`src/rtl/tdm_pkg.sv`:
```
// Shared types and constants for the TDM receive path.
package tdm_pkg;
    typedef enum logic {HUNT, RECV} state_t;

    localparam int DEF_NCH = 8;

    // The counter must be able to hold NCH, which is the parity slot when that is enabled.
    function automatic int slot_width(input int n);
        return $clog2(n + 1);
    endfunction
endpackage

```
`src/rtl/demux_1a8.sv`:
```
// Slot-to-one-hot write-enable decoder. It is the inverse of the 8:1 serializer mux.
// Selector values at or beyond NCH produce no enable.
module demux_1a8 #(
    parameter int NCH    = 8,
    parameter int SLOT_W = 4
) (
    input  logic              i_en,
    input  logic [SLOT_W-1:0] i_sel,
    output logic [NCH-1:0]    o_we
);
    always_comb begin
        o_we = '0;
        for (int i = 0; i < NCH; i++) begin
            if (i_en && (i_sel == SLOT_W'(i)))
                o_we[i] = 1'b1;
        end
    end
endmodule

```
`src/rtl/tdm_demux_1a8.sv`:
```
// Serial TDM line to NCH parallel channels, with frame lock and sync checking.
// Optional feature macro: TDM_PARITY_EN (adds an even-parity slot after the data slots).
module tdm_demux_1a8
    import tdm_pkg::*;
#(
    parameter  int NCH    = DEF_NCH,
    localparam int SLOT_W = slot_width(NCH)
) (
    input  logic              clk,
    input  logic              reset,
    input  logic              en,
    input  logic              sync,
    input  logic              din,
    output logic [NCH-1:0]    y,
    output logic              frame_valid,
    output logic              sync_err,
    output logic              locked,
    output logic [SLOT_W-1:0] slot
`ifdef TDM_PARITY_EN
    ,
    output logic              parity_err
`endif
);
`ifdef TDM_PARITY_EN
    localparam int LAST = NCH;
`else
    localparam int LAST = NCH - 1;
`endif

    state_t              r_state;
    logic [SLOT_W-1:0]   r_slot;
    logic [NCH-1:0]      r_buf;
    logic [NCH-1:0]      r_y;
    logic                r_fv;
    logic                r_serr;
    logic                r_locked;

    logic                w_slot0;
    logic                w_wr_go;
    logic [SLOT_W-1:0]   w_wr_sel;
    logic [NCH-1:0]      w_we;
    logic [NCH-1:0]      w_buf_nxt;

    assign w_slot0 = (r_slot == '0);
    // Any sync restarts at slot 0; a missing sync at slot 0 writes nothing.
    assign w_wr_go  = en & ((r_state == HUNT) ? sync : (sync | ~w_slot0));
    assign w_wr_sel = sync ? '0 : r_slot;

    demux_1a8 #(.NCH(NCH), .SLOT_W(SLOT_W)) u_dec (
        .i_en  (w_wr_go),
        .i_sel (w_wr_sel),
        .o_we  (w_we)
    );

    always_comb begin
        w_buf_nxt = r_buf;
        for (int i = 0; i < NCH; i++)
            if (w_we[i]) w_buf_nxt[i] = din;
    end

`ifdef TDM_PARITY_EN
    logic r_perr;
    assign parity_err = r_perr;
`endif

    always_ff @(posedge clk or posedge reset) begin
        if (reset) begin
            r_state  <= HUNT;
            r_slot   <= '0;
            r_buf    <= '0;
            r_y      <= '0;
            r_fv     <= 1'b0;
            r_serr   <= 1'b0;
            r_locked <= 1'b0;
`ifdef TDM_PARITY_EN
            r_perr   <= 1'b0;
`endif
        end else begin
            r_fv   <= 1'b0;
            r_serr <= 1'b0;
`ifdef TDM_PARITY_EN
            r_perr <= 1'b0;
`endif
            r_buf  <= w_buf_nxt;
            if (en) begin
                case (r_state)
                    HUNT: begin
                        if (sync) begin
                            r_slot  <= SLOT_W'(1);
                            r_state <= RECV;
                        end
                    end
                    RECV: begin
                        if (sync) begin
                            r_slot <= SLOT_W'(1);
                            if (!w_slot0) begin
                                r_serr   <= 1'b1;
                                r_locked <= 1'b0;
                            end
                        end else if (w_slot0) begin
                            r_serr   <= 1'b1;
                            r_locked <= 1'b0;
                            r_state  <= HUNT;
                        end else if (r_slot == SLOT_W'(LAST)) begin
                            r_slot <= '0;
`ifdef TDM_PARITY_EN
                            if (^{din, r_buf} == 1'b0) begin
                                r_y      <= r_buf;
                                r_fv     <= 1'b1;
                                r_locked <= 1'b1;
                            end else begin
                                r_perr   <= 1'b1;
                            end
`else
                            r_y      <= w_buf_nxt;
                            r_fv     <= 1'b1;
                            r_locked <= 1'b1;
`endif
                        end else begin
                            r_slot <= r_slot + SLOT_W'(1);
                        end
                    end
                    default: r_state <= HUNT;
                endcase
            end
        end
    end

    assign y           = r_y;
    assign frame_valid = r_fv;
    assign sync_err    = r_serr;
    assign locked      = r_locked;
    assign slot        = r_slot;
endmodule

```
`config.mk`:
```
export PLATFORM = sky130hd
export DESIGN_NAME = tdm_demux_1a8
export DESIGN_NICKNAME = d
export VERILOG_FILES = /design/src/rtl/tdm_pkg.sv /design/src/rtl/demux_1a8.sv /design/src/rtl/tdm_demux_1a8.sv
export SDC_FILE = /design/constraint.sdc
export NUM_CORES = 1
export LEC_CHECK = 0
export CORE_MARGIN = 8
export CORE_UTILIZATION = 50
export CTS_BUF_LIST = sky130_fd_sc_hd__clkbuf_8
export CTS_CLUSTER_DIAMETER = 40
export DETAILED_ROUTE_END_ITERATION = 12
export GPL_ROUTABILITY_DRIVEN = 0
export PLACE_DENSITY = 0.76
export SETUP_SLACK_MARGIN = 0.3
export SLEW_MARGIN = 20
export SYNTH_ARGS = -nofsm -noshare
export SYNTH_HDL_FRONTEND = slang
export SYNTH_SLANG_ARGS = --single-unit
```
`constraint.sdc`:
```
create_clock -name clk -period 2.3 [get_ports clk]
set_clock_uncertainty 0.1 [all_clocks]
set_input_delay 0.46 -clock clk [delete_from_list [all_inputs] [get_ports clk]]
set_output_delay 0.46 -clock clk [all_outputs]
set_load 0.01 [all_outputs]
```
==> metrics, run 1 <==
Slowest Stage Delay on Critical Path=between 0.5 and 0.6 ns; max_cap viols=0; Synthesis Warnings=0; TritonCTS clock tree=done; Mapped Nets=130; Compound-Gate Fraction of Synth Area=0.1383; main combinational cell family by area after synthesis=simple AND/OR/NAND/NOR gates; Netlist Area Pre-Place=1330 um2; WP data required=1.74 ns; syn_area_per_cell=approximately 11 um2; Residual DRC=0; Final setup violation count=0; period utilization=0.8466; Setup WS post-layout=0.3529 ns; sequential share of the synthesized area=0.4516; worst skew pair latency=around 0.26 ns; Worst setup EP type=output port; fmax=roughly 500 MHz; GRT Resource Usage Total=0.1414; CTS Hold Bufs=0; synthesized instance count=120; Synth Area in Simple Gates=0.2154; initial DRC count=56; Hold Crit Class=reg -> reg; Row Count=18; initial antenna violation count=0; count of TritonRoute iterations in the first routing pass=4; unrepaired setup endpoints after global routing=true; Slew Viols, Final=0; die span in y=approximately 68 um; Inserted Clock Buffers=3; leak pwr=~0.80 nW; vias in the first global route=about 1000; # clock sinks=24; Yosys cell types=46; via count=about 1100; die width=67.58 um; dpl ws=about 0.043 ns; setup TNS=0 ns; first-pass GRT wire length=5.002 mm; Cells after DPL=170; WL final=3.087 mm; Clock transition at path regs=~0.090 ns; VDD IR max=778.6 uV; CP Class=reg -> out; Hold Violations, Final=0; Post-Synth Adder-Cell Area=0.04704; critical path peak fanout=14; critical-path cell list=buf_4, clkdlybuf4s50_1; fillers=around 190; worst path arrival time=approximately 1.4 ns; max_slew headroom=0.7067; Core Box Area=approximately 2500 um2; final layout net count=roughly 160; area growth from synthesis to layout=29.63%; Slew @ Worst Pin=roughly 0.44 ns; clock tree buffer depth=2; prevailing post-synth register cell=dfrtp_1; IO Count=20; non-filler cells, final=between 150 and 200; pwr/cell area=approximately 1100 nW/um2; Routed WL per cell=17.54 um; Post-synth EDFFs=0; layout cell share with drive strength beyond 1=0.2534; Synth Register Bits=24; ys async rst share=1.000; vias per inst=~6.0; Tmin final=a little under 2 ns; Worst Hold Margin=a little under 0.4 ns; die footprint=between 4000 and 5000 um2; post-DP HPWL=approximately 2.1 mm; remaining antenna violation count=0; slowest CP cell=clkdlybuf4s50_1; initial core utilization=0.5320; largest net degree at the start of global routing=25; post-synthesis mux area share=0.07808; ant diodes=0; CP startpoint kind=register; post-synthesis xor/xnor area fraction=0; I/O Buffers=19; Max H-tree Level=1; CTS Root Cell=clkbuf_8; status=finished, final reports clean; remaining global-route overflow=0
## cell families (layout without fill, tap and decap cells)
group                    count (synthesis)  count (layout)
AND/OR/NAND/NOR                         40              40
AO/OA/AOI/OAI                           27              27
flip-flops                              24              24
buffers and inverters                   15              41
multiplexers                             9               9
adder cells (fa/ha/maj)                  5               5
## area by class of cell
class / instances / area, um2 / share of cell area
timing repair buffer: 30 / 311.5 / 0.1807
tap: 30 / 37.54 / 0.02177
multi-input combinational: 81 / 674.4 / 0.3911
clock buffer: 3 / 41.29 / 0.02395
clock inverter: 1 / 30.03 / 0.01742
inverter: 7 / 28.78 / 0.01669
sequential: 24 / 600.6 / 0.3483
## power by group
group          internal (mW)  switching, mW
sequential             0.573          0.106
combinational          0.462          0.450
clock                  0.233          0.139
## metal layers
layer	track usage	vias to the layer above	wire, um
met5	0	-	0
met4	0.03916	0	34
met3	0.02980	4	142
met2	0.2592	22	1606
met1	0.1605	536	1304
li1	-	494	-
## synth_stat cells, types with 2 or more instances
master / n / area share
a21oi_1: 4 / 0.015
inv_1: 7 / 0.020
nand4_1: 3 / 0.014
o21ai_2: 2 / 0.013
buf_2: 2 / 0.0075
nor2_1: 4 / 0.011
mux2_2: 6 / 0.051
nor3_1: 3 / 0.011
nand2_1: 8 / 0.023
and3b_1: 2 / 0.013
o21ai_0: 4 / 0.015
a31oi_1: 5 / 0.024
buf_6: 4 / 0.034
and2_1: 2 / 0.0094
ha_1: 5 / 0.047
and3_1: 2 / 0.0094
dfrtp_1: 24 / 0.45
o21ai_1: 4 / 0.015
a31o_2: 2 / 0.013
## stage by stage
step,util,area [um2],power [mW]
after floorplan,-,1376,1.257
after global placement,0.6456,1614,1.525
after detailed placement,0.6456,1614,1.566
after CTS,0.6742,1685,1.940
after global routing,0.6897,1724,2.095
final,0.6897,1724,1.964
## sequential cells by signal, indices dropped and copies added, names as in the netlist
name,cells
y,8
slot,4
r_state,1
r_buf,8
locked,1
frame_valid,1
sync_err,1
## cells in the final DEF (no fill, tap or decap), types with 3 or more instances in the layout
cell / Yosys / routed
dfrtp_1: 24 / 24
inv_1: 7 / 4
nand2_1: 8 / 7
nor2_1: 4 / 4
a21oi_1: 4 / 4
ha_1: 5 / 3
o21ai_1: 4 / 4
nand4_1: 3 / 3
o21ai_0: 4 / 4
buf_4: 1 / 7
clkbuf_8: 0 / 3
mux2_2: 6 / 6
dlymetal6s2s_1: 0 / 3
a31oi_1: 5 / 5
clkdlybuf4s50_1: 0 / 17
## worst max-delay path: cells and delay by family (launching register included)
| family | cells | cell delay, ns |
|---|---|---|
| buffers and inverters | 2 | 0.76 |
| DFF | 1 | 0.36 |
## repair_timing
action / CTS / global route
endpoints found under the setup margin: 0 / 6
gates resized for setup: 0 / 5
buffers inserted: 0 / 2
## worst paths after layout
kind,start,end,slack [ns],cells after the start
min in group asynchronous,reset,frame_valid,0.43,3
setup reg to reg,slot[1],y[5],0.39,8
hold / removal,r_buf[4],r_buf[4],0.39,2
max in group asynchronous,reset,r_buf[5],1.44,3
hold reg to reg,r_buf[4],r_buf[4],0.39,2
setup / recovery,slot[2],slot[2],0.35,2
No activity file was read; power rests on OpenSTA's default activity.
==> run 2, diff against run 1 <==
CORE_UTILIZATION = 55   (was 50)
PLACE_DENSITY = 0.79   (was 0.76)
clock period = 1.9 ns   (was 2.3 ns; I/O delays follow)
==> metrics, run 2 (synthesis results as in run 1) <==
layout cell share with drive strength beyond 1=0.4311 (+0.1777); fmax=526.4 MHz; unrepaired setup endpoints after global routing=true; CTS Root Cell=clkbuf_8; remaining global-route overflow=0 (unchanged); post-DP HPWL=2.328 mm (+8.5%); non-filler cells, final=197 (+12%); leak pwr=0.9323 nW (+16%); die span in y=65.18 um (-3.6%); slowest CP cell=dfrtp_1; CTS Hold Bufs=0 (unchanged); Final Util=0.7987 (+0.1091); Residual DRC=0 (unchanged); via count=1184 (+12%); Slew @ Worst Pin=0.3970 ns (-0.04301 ns); # clock sinks=24 (unchanged); clock tree buffer depth=2 (unchanged); worst path arrival time=1.96 ns (+0.57 ns); Tmin final=between 1.5 and 2 ns; vias per inst=6.010 (+0.17%); WL final=3.648 mm (+18%); CP most frequent cell=ha_4; CP delay by family, top=simple AND/OR/NAND/NOR gates; Final Power=2.543 mW (+30%); first-pass GRT wire length=5.720 mm (+14%); remaining antenna violation count=0 (unchanged); Clock transition at path regs=0.09 ns (about the same); crit path buf inv count=2 (unchanged); Slew Viols, Final=0 (unchanged); CP startpoint kind=register; ant diodes=0 (unchanged); initial antenna violation count=0 (unchanged); IO Count=20 (unchanged); initial DRC count=37 (-34%); vias in the first global route=1195 (+14%); I/O Buffers=19 (unchanged); Post-DP Area=1684 um2 (+4.3%); area growth from synthesis to layout=43.37%; Final setup violation count=0 (unchanged); Row Count=18 (unchanged); worst skew pair latency=0.27 ns (about the same); max_cap viols=0 (unchanged); cells on worst reg2reg path=8 (unchanged); die footprint=4248 um2 (-7.0%); Final Cell Area=1907 um2 (+11%); largest net degree at the start of global routing=25 (unchanged); Max H-tree Level=1 (unchanged); most common library cell in the layout ignoring fill and taps=buf_4; Core Box Area=2387 um2 (-4.5%); Levels on crit path=8 (+6); Slowest Stage Delay on Critical Path=0.38 ns (-0.18 ns); CP Class=reg -> reg; status=finished, final reports clean; Worst Hold Margin=0.3512 ns (-0.04082 ns); VDD IR max=1076 uV (+38%); WP data required=1.96 ns (+0.22 ns); TritonCTS clock tree=done; max_slew headroom=0.7348 (+0.02810); Routed WL per cell=18.52 um (+5.6%); most frequent cells in the layout=24 x buf_4, 23 x dfrtp_1, 13 x dlygate4sd2_1; count of TritonRoute iterations in the first routing pass=4 (unchanged); die width=65.18 um (-3.6%); critical path peak fanout=5 (-9); Worst setup EP type=register; Hold Crit Class=in -> async; critical-path cell list=inv_2, ha_4, nand2_4, inv_4, ha_4, nor3_1, and3_1, mux2_4; Cells after DPL=181 (+6.5%); pwr/cell area=1334 nW/um2 (+17%); period utilization=0.9998; fillers=158 (-16%); Hold Violations, Final=0 (unchanged); final layout net count=178 (+13%); initial core utilization=0.5571 (+0.02510); Inserted Clock Buffers=3 (unchanged); GRT Resource Usage Total=0.1658 (+0.02438)
run 2: cell count changes in the layout (fill, tap and decap cells not counted), moves of 2 or more:
cell | before | now
clkdlybuf4s50_1 | 17 | 4
nand2_2 | 0 | 2
nand2_1 | 7 | 5
buf_6 | 1 | 7
nor2_4 | 0 | 2
nor2_1 | 4 | 2
buf_4 | 7 | 24
dlygate4sd2_1 | 0 | 13
dlymetal6s2s_1 | 3 | 0
run 2: report_power, final:
part	leakage, nW	internal (mW)	switching, mW
Combinational	0.597	0.695	0.699
Clock	0.0288	0.185	0.162
Sequential	0.306	0.697	0.106
Total	0.932	1.58	0.966
run 2: layout make-up:
| class | instances | area (um2) | share of cell area |
|---|---|---|---|
| Timing Repair Buffer | 51 | 442.9 | 0.2323 |
| Inverter | 7 | 31.28 | 0.01640 |
| Clock buffer | 4 | 55.05 | 0.02887 |
| Sequential cell | 24 | 601.8 | 0.3156 |
| Multi-Input combinational cell | 81 | 738.2 | 0.3871 |
| Tap cell | 30 | 37.54 | 0.01969 |
run 2: worst paths after layout:
kind / from / end / slack [ns]
hold reg to reg: r_buf[4] / r_buf[4] / 0.38
setup / recovery: slot[0] / r_buf[1] / 0.0003
setup reg to reg: slot[0] / r_buf[1] / 0.0003
min in group clk: r_buf[4] / r_buf[4] / 0.38
max in group asynchronous: reset / slot[2] / 1.09
hold / removal: reset / y[5] / 0.35
run 2: worst register-to-register path, delay by kind of cell, from the launching register on:
kind | cells | cell delay [ns]
adder cells (fa/ha/maj) | 2 | 0.34
buffers and inverters | 2 | 0.10
multiplexers | 1 | 0.30
AND/OR/NAND/NOR | 3 | 0.58
flip-flops | 1 | 0.38
run 2: layer usage:
| layer | up-vias | part of all wire | GRT usage |
|---|---|---|---|
| met2 | 45 | 0.52 | 0.2915 |
| li1 | 534 | - | - |
| met5 | - | 0 | 0 |
| met1 | 592 | 0.40 | 0.1973 |
| met4 | 0 | 0.021 | 0.06540 |
| met3 | 13 | 0.059 | 0.02551 |
run 2: through the flow:
stage                     setup TNS, ns  setup slack, ns
final                                 0        0.0002913
after global routing           -0.05296         -0.01613
after CTS                             0          0.04858
after detailed placement         -2.508          -0.2727
after global placement           -1.997          -0.2317
after floorplan                  -1.274          -0.2539
run 2: what timing repair did:
item | in CTS | in global routing
pin swaps | 9 | 8
endpoints found under the setup margin | 34 | 25
setup buffers | 4 | 7
gates resized for setup | 29 | 16
gates cloned | 0 | 1
